===== config.mk =====
export PLATFORM = sky130hd
export DESIGN_NAME = lif_neuron_core
export DESIGN_NICKNAME = d
export VERILOG_FILES = /design/src/rtl/lif_pkg.sv /design/src/rtl/lif_weight_bank.sv /design/src/rtl/lif_neuron_core.sv
export SDC_FILE = /design/constraint.sdc
export NUM_CORES = 1
export LEC_CHECK = 0
export BUFFER_PORTS_ARGS = -buffer_cell sky130_fd_sc_hd__buf_2
export CAP_MARGIN = 20
export CORE_MARGIN = 4
export CORE_UTILIZATION = 40
export DETAILED_ROUTE_END_ITERATION = 10
export PLACE_DENSITY = 0.67
export SYNTH_ARGS = -nofsm -noshare
export SYNTH_HDL_FRONTEND = slang
export SYNTH_SLANG_ARGS = --single-unit

===== constraint.sdc =====
create_clock -name clk -period 7.2 [get_ports clk]
set_input_delay 1.44 -clock clk [delete_from_list [all_inputs] [get_ports clk]]
set_output_delay 1.44 -clock clk [all_outputs]
set_load 0.02 [all_outputs]

===== src/rtl/lif_pkg.sv =====
// lif_pkg: shared state encoding and default sizing for the LIF neuron core
//   Optional feature macro used by lif_neuron_core: LIF_ADAPTIVE_THRESH_EN
package lif_pkg;
    typedef enum logic [1:0] {INTEG, FIRE, REFRACT} state_t;
    localparam int NUM_PRE_DEF        = 5;
    localparam int W_WIDTH_DEF        = 8;
    localparam int V_WIDTH_DEF        = 12;
    localparam int THRESHOLD_DEF      = 200;
    localparam int LEAK_SHIFT_DEF     = 3;
    localparam int REFRACT_CYCLES_DEF = 4;
    localparam int W_INIT_DEF         = 16;
    localparam int THR_ADJ_STEP       = 16;
endpackage


===== src/rtl/lif_weight_bank.sv =====
// lif_weight_bank: per-synapse weight registers with write port and spike-masked weight sum
//   clk, rst         clock, async active-high reset (weights return to W_INIT)
//   i_spike          presynaptic spike mask selecting which weights are summed
//   i_wr_en/idx/data weight write; indices >= NUM_PRE match no register and are dropped
//   o_sum            sum of weights of active synapses (uses pre-write values this cycle)
module lif_weight_bank
    import lif_pkg::*;
#(
    parameter int NUM_PRE = NUM_PRE_DEF,
    parameter int W_WIDTH = W_WIDTH_DEF,
    parameter int W_INIT  = W_INIT_DEF
) (
    input  logic               clk,
    input  logic               rst,
    input  logic [NUM_PRE-1:0] i_spike,
    input  logic               i_wr_en,
    input  logic [2:0]         i_wr_idx,
    input  logic [W_WIDTH-1:0] i_wr_data,
    output logic [W_WIDTH+2:0] o_sum
);
    logic [W_WIDTH-1:0] r_w [NUM_PRE];

    always_ff @(posedge clk or posedge rst) begin
        if (rst) begin
            for (int i = 0; i < NUM_PRE; i++) r_w[i] <= W_WIDTH'(W_INIT);
        end else begin
            for (int i = 0; i < NUM_PRE; i++)
                if (i_wr_en && i_wr_idx == 3'(i)) r_w[i] <= i_wr_data;
        end
    end

    always_comb begin
        o_sum = '0;
        for (int i = 0; i < NUM_PRE; i++)
            if (i_spike[i]) o_sum = o_sum + (W_WIDTH+3)'(r_w[i]);
    end
endmodule


===== src/rtl/lif_neuron_core.sv =====
// lif_neuron_core: leaky integrate-and-fire neuron with refractory period and spike counter
//   clk, rst     clock, async active-high reset
//   pre_spike    presynaptic spikes (ignored outside INTEG)
//   w_wr_*       synaptic weight write port, accepted in every state
//   post_spike   one-cycle fire pulse, one cycle after the threshold crossing
//   refractory   high while in REFRACT
//   v_mem        membrane potential
//   spike_count  wrapping fire counter
//   Define LIF_ADAPTIVE_THRESH_EN to enable the fire-driven adaptive threshold.
module lif_neuron_core
    import lif_pkg::*;
#(
    parameter int NUM_PRE        = NUM_PRE_DEF,
    parameter int W_WIDTH        = W_WIDTH_DEF,
    parameter int V_WIDTH        = V_WIDTH_DEF,
    parameter int THRESHOLD      = THRESHOLD_DEF,
    parameter int LEAK_SHIFT     = LEAK_SHIFT_DEF,
    parameter int REFRACT_CYCLES = REFRACT_CYCLES_DEF,
    parameter int W_INIT         = W_INIT_DEF
) (
    input  logic               clk,
    input  logic               rst,
    input  logic [NUM_PRE-1:0] pre_spike,
    input  logic               w_wr_en,
    input  logic [2:0]         w_wr_idx,
    input  logic [W_WIDTH-1:0] w_wr_data,
    output logic               post_spike,
    output logic               refractory,
    output logic [V_WIDTH-1:0] v_mem,
    output logic [7:0]         spike_count
);
    localparam int CW = $clog2(REFRACT_CYCLES + 1);

    state_t             r_state;
    logic [CW-1:0]      r_rcnt;
    logic [V_WIDTH-1:0] r_v;
    logic [7:0]         r_cnt;
    logic               r_post;
    logic               r_refr;
    logic [W_WIDTH+2:0] w_sum;
    logic [V_WIDTH:0]   w_v_full;
    logic [V_WIDTH-1:0] w_v_next;
    logic [V_WIDTH-1:0] w_thr_eff;
    logic               w_fire;

    lif_weight_bank #(.NUM_PRE(NUM_PRE), .W_WIDTH(W_WIDTH), .W_INIT(W_INIT)) u_bank (
        .clk       (clk),
        .rst       (rst),
        .i_spike   (pre_spike),
        .i_wr_en   (w_wr_en),
        .i_wr_idx  (w_wr_idx),
        .i_wr_data (w_wr_data),
        .o_sum     (w_sum)
    );

    // One spare bit catches overflow so the potential saturates instead of wrapping
    assign w_v_full = {1'b0, r_v} - {1'b0, r_v >> LEAK_SHIFT} + (V_WIDTH+1)'(w_sum);
    assign w_v_next = w_v_full[V_WIDTH] ? '1 : w_v_full[V_WIDTH-1:0];
    assign w_fire   = (r_state == INTEG) && (w_v_next >= w_thr_eff);

`ifdef LIF_ADAPTIVE_THRESH_EN
    logic [7:0]       r_thr_adj;
    logic [V_WIDTH:0] w_thr_full;
    logic [8:0]       w_adj_inc;

    assign w_thr_full = (V_WIDTH+1)'(THRESHOLD) + (V_WIDTH+1)'(r_thr_adj);
    assign w_thr_eff  = w_thr_full[V_WIDTH] ? '1 : w_thr_full[V_WIDTH-1:0];
    assign w_adj_inc  = {1'b0, r_thr_adj} + 9'(THR_ADJ_STEP);

    // Adaptation only relaxes while integrating; it is frozen through FIRE/REFRACT
    always_ff @(posedge clk or posedge rst) begin
        if (rst) r_thr_adj <= '0;
        else if (w_fire) r_thr_adj <= w_adj_inc[8] ? 8'hFF : w_adj_inc[7:0];
        else if (r_state == INTEG && r_thr_adj != 8'd0) r_thr_adj <= r_thr_adj - 8'd1;
    end
`else
    assign w_thr_eff = V_WIDTH'(THRESHOLD);
`endif

    always_ff @(posedge clk or posedge rst) begin
        if (rst) begin
            r_state <= INTEG;
            r_rcnt  <= '0;
            r_v     <= '0;
            r_cnt   <= '0;
            r_post  <= 1'b0;
            r_refr  <= 1'b0;
        end else begin
            r_post <= 1'b0;
            case (r_state)
                INTEG: begin
                    if (w_fire) begin
                        r_state <= FIRE;
                        r_post  <= 1'b1;
                        r_v     <= '0;
                        r_cnt   <= r_cnt + 8'd1;
                    end else begin
                        r_v <= w_v_next;
                    end
                end
                FIRE: begin
                    r_state <= REFRACT;
                    r_refr  <= 1'b1;
                    r_rcnt  <= CW'(REFRACT_CYCLES - 1);
                end
                REFRACT: begin
                    if (r_rcnt == '0) begin
                        r_state <= INTEG;
                        r_refr  <= 1'b0;
                    end else begin
                        r_rcnt <= r_rcnt - CW'(1);
                    end
                end
                default: r_state <= INTEG;
            endcase
        end
    end

    assign post_spike  = r_post;
    assign refractory  = r_refr;
    assign v_mem       = r_v;
    assign spike_count = r_cnt;
endmodule


==> results of run 1 <==
-- final cells by class --
class / instances / area share
multi-input cells: 449 / 0.531
repair buffers: 169 / 0.157
clock inverters: 3 / 0.00602
clock buffers: 13 / 0.0339
diodes: 1 / 0.000326
flip-flops and latches: 67 / 0.219
well taps: 176 / 0.0287
inverters: 50 / 0.0244
-- cells in the final DEF, fill, tap and decap left out, drive strengths merged, types with 7 or more instances in the layout --
cell type    n
nand2b      11
xnor2       21
buf        169
ha          51
a21o         9
a211oi       7
nand3       10
o21a        12
nand2       34
o31ai        7
nor2        42
a21oi       31
nor2b        7
mux2        50
and2         8
xor2        11
dfrtp       62
clkbuf      13
mux2i        7
nor3         9
fa          13
inv         51
o21ai       47
-- layer usage --
layer,share of wire,track usage
met2,0.54,0.367
met1,0.39,0.213
met3,0.035,0.0399
met4,0.028,0.0748
met5,0,0
-- worst max-delay path: cells and delay by family --
| family | cells | cell delay, ps |
|---|---|---|
| multiplexers | 3 | 640 |
| XOR/XNOR | 4 | 600 |
| adder cells (fa/ha/maj) | 7 | 1700 |
| buffers and inverters | 6 | 690 |
| AND/OR/NAND/NOR | 9 | 1270 |
| AO/OA/AOI/OAI | 11 | 1910 |
-- through the flow --
step                      setup WS [ps]  hold slack [ps]  area (sq um)  setup TNS [ps]
after floorplan                   -1010              472          5580          -15320
after global placement            -1290              459          6570          -21610
after detailed placement          -1520              463          6570          -25680
after CTS                          -691              479          7430          -10930
after global routing              -1150              506          7680          -19770
final                              -817              477          7690          -13760
-- repair_timing --
action                     4_1_cts  5_1_grt
gates resized for setup         74       32
pin swaps                       24       38
hold buffers                     0        0
setup endpoints to repair       18       18
buffers inserted                30        9
cloned                           1        0
-- kinds of logic (layout without fill, tap and decap cells) --
family                     count (synthesis)  count (layout)
AOI/OAI and AO/OA                        139             139
DFF                                       67              67
muxes                                     57              57
buffers and inverters                     66             235
adders and majority gates                 65              65
other                                      0               1
xor gates and xnor gates                  32              32
and+or+nand+nor                          156             156
-- worst min-delay path by stage --
stage                               from        endpoint  slack, ps  cells after the start
after global routing      spike_count[7]  spike_count[7]        510                      1
after global placement    spike_count[7]  spike_count[7]        460                      1
after CTS                 spike_count[7]  spike_count[7]        480                      1
after floorplan           u_bank.r_w[34]  u_bank.r_w[34]        470                      1
final                     spike_count[7]  spike_count[7]        480                      1
after detailed placement  spike_count[7]  spike_count[7]        460                      1
-- registers in the layout, indices dropped and copies added (netlist names) --
| register | count |
|---|---|
| post_spike | 1 |
| r_rcnt | 3 |
| v_mem | 12 |
| r_state | 2 |
| refractory | 1 |
| spike_count | 8 |
| u_bank.r_w | 40 |
==> run_results.csv, run 1 <==
group,metric,value,unit
yosys,synth-compound-area-share,0.158,
setup_path,critical_path_slowest_stage_cell,"sky130_fd_sc_hd__o31a_1",
clock_network,clock-sinks,67,
global_routing,grt_pass1_vias,5363,
worst_hold_path,hp-class,"flip-flop to flip-flop",
floorplan,core_area,13300,sq um
global_routing,maximum_number_of_pins_on_one_net_before_global_route_repair,68,
yosys,ys_async_sr_fraction,1.00,
layout,finalNonFillerCells,928,
placement,numPortBuffers,40,
yosys,number_of_enable_type_register_cells_in_the_synthesized_netlist,0,
routing,number_of_drc_violations_after_detailed_routing_iteration_0,165,
placement,globalplace.congestion,0.882,
setup_path,critical_path.startpoint,"pre_spike[0]",
setup_path,crit-reg2reg-capture,"v_mem[1]",
timing,max_freq,125,MHz
floorplan,floorplan.initialDensity,0.409,
yosys,synth-adder-area-share,0.167,
timing,final_hold_viol_count,0,
floorplan,boundaryPins,41,
setup_path,crit_path_end,"v_mem[1]",
yosys,synth_register_bits,67,
yosys,synth.top_cell.area_share,0.285,
layout,ff_latch_area,1680,sq um
routing,drt_first_pass_iters,4,
setup_path,reg2reg_depth,39,
yosys,yosys.cell_count.top_type,"sky130_fd_sc_hd__dfrtp_1",
layout,nFillCells,1082,
clock_network,cts.path.max_buffers,2,
setup_path,rr_startpoint,"u_bank.r_w[32]",
flow_run,timing.max_cap.violations,0,
yosys,muxShareOfSynthArea,0.118,
global_routing,global_route.overflow_total,0,
clock_network,number_of_buffers_inserted_during_clock_tree_synthesis,9,
yosys,synthXorXnorAreaFrac,0.0516,
floorplan,fp-row-count,42,
placement,hpwl,10600,um
routing,routed_wirelength,15300,um
setup_path,critPathMaxFanout,5,
yosys,yosys.area_share.simple,0.149,
timing,fin_ws,-817,ps
yosys,yosys.cell_types.count,56,
layout,utilization,0.578,
yosys,synth.yosys.seq_area_share,0.310,
timing,finalSetupViolCount,18,
routing,via_per_instance_ratio,5.38,
clock_network,clk_pin_slew,60,ps
clock_network,cts_tree,"yes",
run_status,status,"finished, violations left",
yosys,combinational_family_with_the_most_area_after_synthesis,"adder cells",
clock_network,cts_root_buffer,"sky130_fd_sc_hd__clkbuf_16",
clock_network,insertion_delay,340,ps
setup_path,worst_setup_path_end_kind,"flip-flop",
timing,timing.max_slew.rel_slack,0.401,
yosys,synth-main-ff-cell,"sky130_fd_sc_hd__dfrtp_1",
routing,route.detailed.drc,0,
global_routing,antenna_violations_before_repair,0,
setup_path,cp_common_cell,"sky130_fd_sc_hd__ha_4",
setup_path,crit_required,7440,ps
global_routing,grt_util_all_layers,0.195,
global_routing,grt_first_pass_wirelength,25200,um
setup_path,slowest_cell_delay_on_critical_path,320,ps
setup_path,classification_of_the_worst_setup_path,"primary input to flip-flop",
routing,ant_nets,0,
floorplan,die-width,125,um
setup_path,r2r_slack,-40,ps
run_status,violations_in_the_final_reports,"setup timing",
setup_path,crit_path_start_kind,"primary input",
yosys,syn_area,5440,sq um
routing,wl_per_cell,16.5,um
layout,multiInputGateArea,4080,sq um
floorplan,die_height,125,um
yosys,post_synth_inst_count,582,
layout,area_delta_synth_final,41.4,%
yosys,syn-mean-instance-area,9.34,sq um
yosys,ys_warn_count,0,
yosys,ys_top_cells_by_area,"sky130_fd_sc_hd__dfrtp_1 29%, sky130_fd_sc_hd__ha_1 12%, sky130_fd_sc_hd__mux2_2 9.9%, sky130_fd_sc_hd__fa_1 4.8%, sky130_fd_sc_hd__o21ai_0 4.3%",
timing,rsz0062_at_grt,"yes",
yosys,synth.cells.most_frequent,"62 x sky130_fd_sc_hd__dfrtp_1, 51 x sky130_fd_sc_hd__ha_1, 50 x sky130_fd_sc_hd__inv_1, 48 x sky130_fd_sc_hd__mux2_2, 47 x sky130_fd_sc_hd__o21ai_0",
setup_path,cp_data_arrival_time,8260,ps
timing,final.period_utilization,1.11,
yosys,yosys.area.top_type,"sky130_fd_sc_hd__dfrtp_1",
timing,tightestPinTransition,895,ps
timing,fin_worst_skew,7.13,ps
timing,post-route-min-period,8020,ps
timing,drv_slew,0,
routing,via_count,4989,
placement,place.detailed.instances,871,
layout,post_route_cells_drive_above_1_share,0.433,
yosys,synth_fp_nets,665,
floorplan,die_area,15500,sq um
layout,final_net_count,829,
clock_network,htree_num_levels,3,
Power of run 1 is left out: the tool's default activity adds up to more than one toggle a clock period on the data nets, which glitch-free logic cannot reach.
==> inputs of run 2 (changes only) <==
--- a/config.mk
+++ b/config.mk
@@ -10,7 +10,8 @@
 export CORE_MARGIN = 4
 export CORE_UTILIZATION = 40
 export DETAILED_ROUTE_END_ITERATION = 10
-export PLACE_DENSITY = 0.67
+export PLACE_DENSITY = 0.65
 export SYNTH_ARGS = -nofsm -noshare
 export SYNTH_HDL_FRONTEND = slang
+export SYNTH_HIERARCHICAL = 1
 export SYNTH_SLANG_ARGS = --single-unit
==> constraint.sdc (replaced) <==
create_clock -name clk -period 9.4 [get_ports clk]
set_input_delay 1.88 -clock clk [delete_from_list [all_inputs] [get_ports clk]]
set_output_delay 1.88 -clock clk [all_outputs]
set_load 0.02 [all_outputs]
==> run_results.csv, run 2 <==
group,metric,value,unit
yosys,ys_top_cells_by_area,"sky130_fd_sc_hd__dfrtp_1 27%, sky130_fd_sc_hd__ha_1 11%, sky130_fd_sc_hd__mux2_2 8.7%, sky130_fd_sc_hd__inv_1 4.7%, sky130_fd_sc_hd__fa_1 4.5%",
clock_network,insertion_delay,340,ps
yosys,number_of_enable_type_register_cells_in_the_synthesized_netlist,0,
layout,largest_reg_flops,40,
layout,area_delta_synth_final,20.8,%
timing,tightestPinTransition,848,ps
floorplan,boundaryPins,41,
global_routing,grt_util_all_layers,0.173,
layout,post_route_cells_drive_above_1_share,0.298,
global_routing,grt_first_pass_wirelength,23300,um
layout,antennaDiodeCount,0,
setup_path,cp_common_cell,"sky130_fd_sc_hd__inv_1",
yosys,ys_async_sr_fraction,1.00,
setup_path,critical_path_slowest_stage_cell,"sky130_fd_sc_hd__fa_1",
timing,final_hold_viol_count,0,
layout,final_net_count,780,
yosys,ys_warn_count,6,
layout,mostFrequentLayoutCell,"sky130_fd_sc_hd__inv_1",
timing,finalSetupViolCount,0,
clock_network,htree_num_levels,3,
setup_path,critPathMaxFanout,8,
layout,most_used_cells_in_the_layout_excluding_fill_and_tap_cells,"72 x sky130_fd_sc_hd__inv_1, 62 x sky130_fd_sc_hd__dfrtp_1, 45 x sky130_fd_sc_hd__buf_4, 45 x sky130_fd_sc_hd__mux2_2, 41 x sky130_fd_sc_hd__ha_1",
layout,largest_register,"u_bank/r_w",
timing,drv_slew,0,
setup_path,classification_of_the_worst_setup_path,"primary input to flip-flop",
global_routing,antenna_violations_before_repair,0,
yosys,syn-mean-instance-area,9.32,sq um
run_status,status,"completed",
routing,drt_first_pass_iters,4,
setup_path,slowest_cell_delay_on_critical_path,490,ps
timing,final.period_utilization,0.970,
floorplan,die-width,128,um
yosys,yosys.cell_count.top_type,"sky130_fd_sc_hd__inv_1",
yosys,synth-main-ff-cell,"sky130_fd_sc_hd__dfrtp_1",
routing,via_count,4838,
yosys,synth_fp_nets,703,
flow_run,timing.max_cap.violations,0,
layout,nFillCells,1283,
yosys,synth_register_bits,67,
timing,post-route-min-period,9120,ps
clock_network,cts_root_buffer,"sky130_fd_sc_hd__clkbuf_16",
setup_path,crit_required,9650,ps
floorplan,die_area,16500,sq um
clock_network,cts_tree,"yes",
routing,routed_wirelength,13800,um
setup_path,reg2reg_depth,39,
setup_path,crit-reg2reg-capture,"v_mem[7]",
routing,via_per_instance_ratio,5.47,
clock_network,number_of_buffers_inserted_during_clock_tree_synthesis,9,
routing,ant_nets,0,
worst_hold_path,hp-start,"spike_count[7]",
routing,number_of_drc_violations_after_detailed_routing_iteration_0,236,
placement,dpl-instance-area,6450,sq um
yosys,synth.yosys.seq_area_share,0.290,
clock_network,clk_pin_slew,60,ps
setup_path,r2r_slack,1590,ps
setup_path,rr_startpoint,"u_bank/r_w[32]",
yosys,yosys.cell_types.count,80,
routing,route.detailed.drc,0,
yosys,synth.cells.most_frequent,"72 x sky130_fd_sc_hd__inv_1, 62 x sky130_fd_sc_hd__dfrtp_1, 49 x sky130_fd_sc_hd__ha_1, 45 x sky130_fd_sc_hd__mux2_2",
setup_path,cp_data_arrival_time,9370,ps
yosys,yosys.area.top_type,"sky130_fd_sc_hd__dfrtp_1",
yosys,post_synth_inst_count,622,
floorplan,die_height,128,um
floorplan,floorplan.initialDensity,0.413,
worst_hold_path,hp-class,"flip-flop to flip-flop",
timing,fin_worst_skew,10.1,ps
yosys,synth.top_cell.area_share,0.268,
setup_path,critical_path.startpoint,"pre_spike[0]",
global_routing,global_route.overflow_total,0,
layout,final_area,7000,sq um
setup_path,worst_setup_path_end_kind,"flip-flop",
placement,globalplace.congestion,0.884,
timing,tns,0,ps
setup_path,crit_path_end,"v_mem[7]",
floorplan,core_area,14000,sq um
setup_path,crit_path_start_kind,"primary input",
placement,hpwl,10300,um
clock_network,cts.path.max_buffers,2,
timing,timing.max_slew.rel_slack,0.433,
floorplan,fp-row-count,43,
global_routing,grt_pass1_vias,4843,
global_routing,maximum_number_of_pins_on_one_net_before_global_route_repair,41,
placement,numPortBuffers,40,
yosys,syn_area,5800,sq um
timing,max_freq,110,MHz
routing,wl_per_cell,15.6,um
clock_network,clock-sinks,67,
==> run 2: final cells by class <==
cell class | count | area, sq um | share of cell area
multi-input combinational | 462 | 3950 | 0.563
sequential | 67 | 1680 | 0.240
timing repair buffer | 86 | 566 | 0.0807
inverter | 73 | 274 | 0.0391
clock buffer | 11 | 233 | 0.0332
tap | 180 | 225 | 0.0322
clock inverter | 5 | 77.6 | 0.0111
==> run 2: logic make-up after synthesis <==
family,count (synthesis),share of synthesized area
simple gates,143,0.125
flops,67,0.290
compound gates,174,0.221
fa+ha+maj,63,0.152
mux,49,0.0945
buf+inv,93,0.0660
xor+xnor,33,0.0511
==> run 2: how the worst min path moves through the flow <==
stage / endpoint / slack (ps) / cells after the start
after floorplan: u_bank/r_w[37] / 470 / 1
after global placement: spike_count[7] / 460 / 1
after detailed placement: spike_count[7] / 470 / 1
after CTS: spike_count[7] / 480 / 1
after global routing: spike_count[7] / 510 / 1
final: spike_count[7] / 480 / 1
==> run 2: layer usage <==
| layer | global-route usage | wire length, um | up-vias | share of wire |
|---|---|---|---|---|
| met5 | 0 | 0 | - | 0 |
| met4 | 0.0337 | 170 | 0 | 0.012 |
| met3 | 0.0357 | 446 | 12 | 0.032 |
| met2 | 0.291 | 6600 | 76 | 0.48 |
| met1 | 0.233 | 6590 | 2373 | 0.48 |
| li1 | - | - | 2377 | - |
==> run 2: critical path: cells and delay by family <==
kind	cells	cell delay, ps
compound gates	15	2550
simple gates	5	1080
fa+ha+maj	7	2110
buf+inv	8	840
mux	1	300
xor+xnor	4	610
==> run 2: timing repair <==
action,in CTS,in global routing
hold buffers,0,0
endpoints found under the setup margin,0,18
buffers inserted,0,3
resized for setup,0,38
==> run 2: per-stage QoR <==
stage          setup WS, ps  cells  utilization  hold WS (ps)
6_report                280    884        0.499           481
5_1_grt               -91.7    884        0.499           512
4_1_cts                96.1    880        0.481           484
3_5_place_dp           -171    864        0.459           472
3_3_place_gp          -21.3    864        0.459           462
2_1_floorplan          93.6    622            -           472
Power of run 2 is left out for the same reason.
==> inputs of run 3 (changes only) <==
--- a/config.mk
+++ b/config.mk
@@ -8,9 +8,9 @@
 export BUFFER_PORTS_ARGS = -buffer_cell sky130_fd_sc_hd__buf_2
 export CAP_MARGIN = 20
 export CORE_MARGIN = 4
-export CORE_UTILIZATION = 40
+export CORE_UTILIZATION = 41
 export DETAILED_ROUTE_END_ITERATION = 10
-export PLACE_DENSITY = 0.65
+export PLACE_DENSITY = 0.66
 export SYNTH_ARGS = -nofsm -noshare
 export SYNTH_HDL_FRONTEND = slang
 export SYNTH_HIERARCHICAL = 1
==> run_results.csv, run 3 (same netlist as run 2, synthesis figures left out) <==
group,metric,value,unit
run_status,status,"completed",
global_routing,grt_pass1_vias,4880,
layout,most_used_cells_in_the_layout_excluding_fill_and_tap_cells,"72 x sky130_fd_sc_hd__inv_1, 62 x sky130_fd_sc_hd__dfrtp_1, 57 x sky130_fd_sc_hd__buf_4, 44 x sky130_fd_sc_hd__mux2_2, 39 x sky130_fd_sc_hd__buf_2",
layout,largest_register,"u_bank/r_w",
timing,max_freq,111,MHz
timing,drv_slew,0,
layout,multiInputGateArea,4010,sq um
layout,largest_reg_flops,40,
clock_network,cts_tree,"yes",
setup_path,critical_path.startpoint,"pre_spike[0]",
layout,ff_latch_area,1680,sq um
placement,place.detailed.instances,868,
setup_path,slowest_cell_delay_on_critical_path,400,ps
setup_path,critPathMaxFanout,8,
global_routing,maximum_number_of_pins_on_one_net_before_global_route_repair,41,
routing,routed_wirelength,13900,um
routing,via_count,4843,
routing,wl_per_cell,15.5,um
clock_network,cts_hold_buffers,0,
setup_path,path_delay_family,"compound AO/OA/AOI/OAI gates",
setup_path,cp_data_arrival_time,9300,ps
routing,via_per_instance_ratio,5.41,
setup_path,classification_of_the_worst_setup_path,"primary input to flip-flop",
clock_network,htree_num_levels,3,
clock_network,cts_root_buffer,"sky130_fd_sc_hd__clkbuf_16",
clock_network,clk_pin_slew,60,ps
timing,final_hold_viol_count,0,
setup_path,timing.critical_path.buf_inv,4,
layout,final_net_count,792,
setup_path,crit_required,9650,ps
setup_path,worst_setup_path_end_kind,"flip-flop",
clock_network,insertion_delay,340,ps
routing,route.detailed.drc,0,
worst_hold_path,hp-class,"flip-flop to flip-flop",
global_routing,grt_first_pass_wirelength,23500,um
global_routing,global_route.overflow_total,0,
placement,globalplace.congestion,0.915,
worst_hold_path,hp-start,"spike_count[7]",
setup_path,crit_path_start_kind,"primary input",
floorplan,fp-row-count,43,
clock_network,number_of_buffers_inserted_during_clock_tree_synthesis,9,
routing,ant_nets,0,
layout,finalNonFillerCells,896,
placement,hpwl,10600,um
setup_path,rr_startpoint,"u_bank/r_w[33]",
layout,antennaDiodeCount,0,
timing,fin_worst_skew,6.77,ps
timing,tightestPinTransition,846,ps
floorplan,die-width,127,um
layout,post_route_cells_drive_above_1_share,0.321,
floorplan,boundaryPins,41,
global_routing,antenna_violations_before_repair,0,
timing,post-route-min-period,9050,ps
routing,drt_first_pass_iters,4,
floorplan,core_area,13900,sq um
clock_network,cts.path.max_buffers,2,
layout,area_delta_synth_final,23.7,%
layout,nFillCells,1297,
routing,number_of_drc_violations_after_detailed_routing_iteration_0,264,
layout,mostFrequentLayoutCell,"sky130_fd_sc_hd__inv_1",
floorplan,die_height,127,um
placement,dpl-instance-area,6480,sq um
timing,finalSetupViolCount,0,
global_routing,grt_util_all_layers,0.179,
layout,utilization,0.517,
layout,final_area,7170,sq um
placement,numPortBuffers,40,
floorplan,die_area,16100,sq um
timing,timing.max_slew.rel_slack,0.434,
setup_path,critical_path_slowest_stage_cell,"sky130_fd_sc_hd__or3_1",
clock_network,clock-sinks,67,
timing,final.period_utilization,0.962,
flow_run,timing.max_cap.violations,0,
floorplan,floorplan.initialDensity,0.418,
timing,tns,0,ps
[run 3: worst paths after layout]
path / endpoint / slack, ps / cells after the start
worst max-delay path: v_mem[4] / 350 / 39
worst min-delay path: spike_count[7] / 480 / 1
worst max register to register: v_mem[4] / 1650 / 38
worst min register to register: spike_count[7] / 480 / 1
max in group asynchronous: u_bank/r_w[28] / 7330 / 3
min in group asynchronous: r_rcnt[2] / 1460 / 2
[run 3: what timing repair did]
action | CTS | global route
setup buffers | 0 | 11
setup endpoints to repair | 0 | 18
gates resized for setup | 0 | 48
[run 3: stage by stage]
stage          hold WS [ps]  setup slack (ps)
6_report                483               353
3_5_place_dp            468              -252
2_1_floorplan           472              93.6
4_1_cts                 487              63.6
3_3_place_gp            461             -14.1
5_1_grt                 520             -57.3
[run 3: layout make-up]
type / instances / share of cell area
clock buffer: 12 / 0.0358
clock inverter: 4 / 0.0101
inverter: 73 / 0.0382
multi-input combinational: 462 / 0.558
sequential: 67 / 0.235
tap: 180 / 0.0314
timing repair buffer: 98 / 0.0917
[run 3: layer usage]
layer / track usage / share of wire
met2: 0.296 / 0.48
met3: 0.0274 / 0.029
met5: 0 / 0
met1: 0.237 / 0.47
met4: 0.0662 / 0.022
Power of run 3 is left out for the same reason.
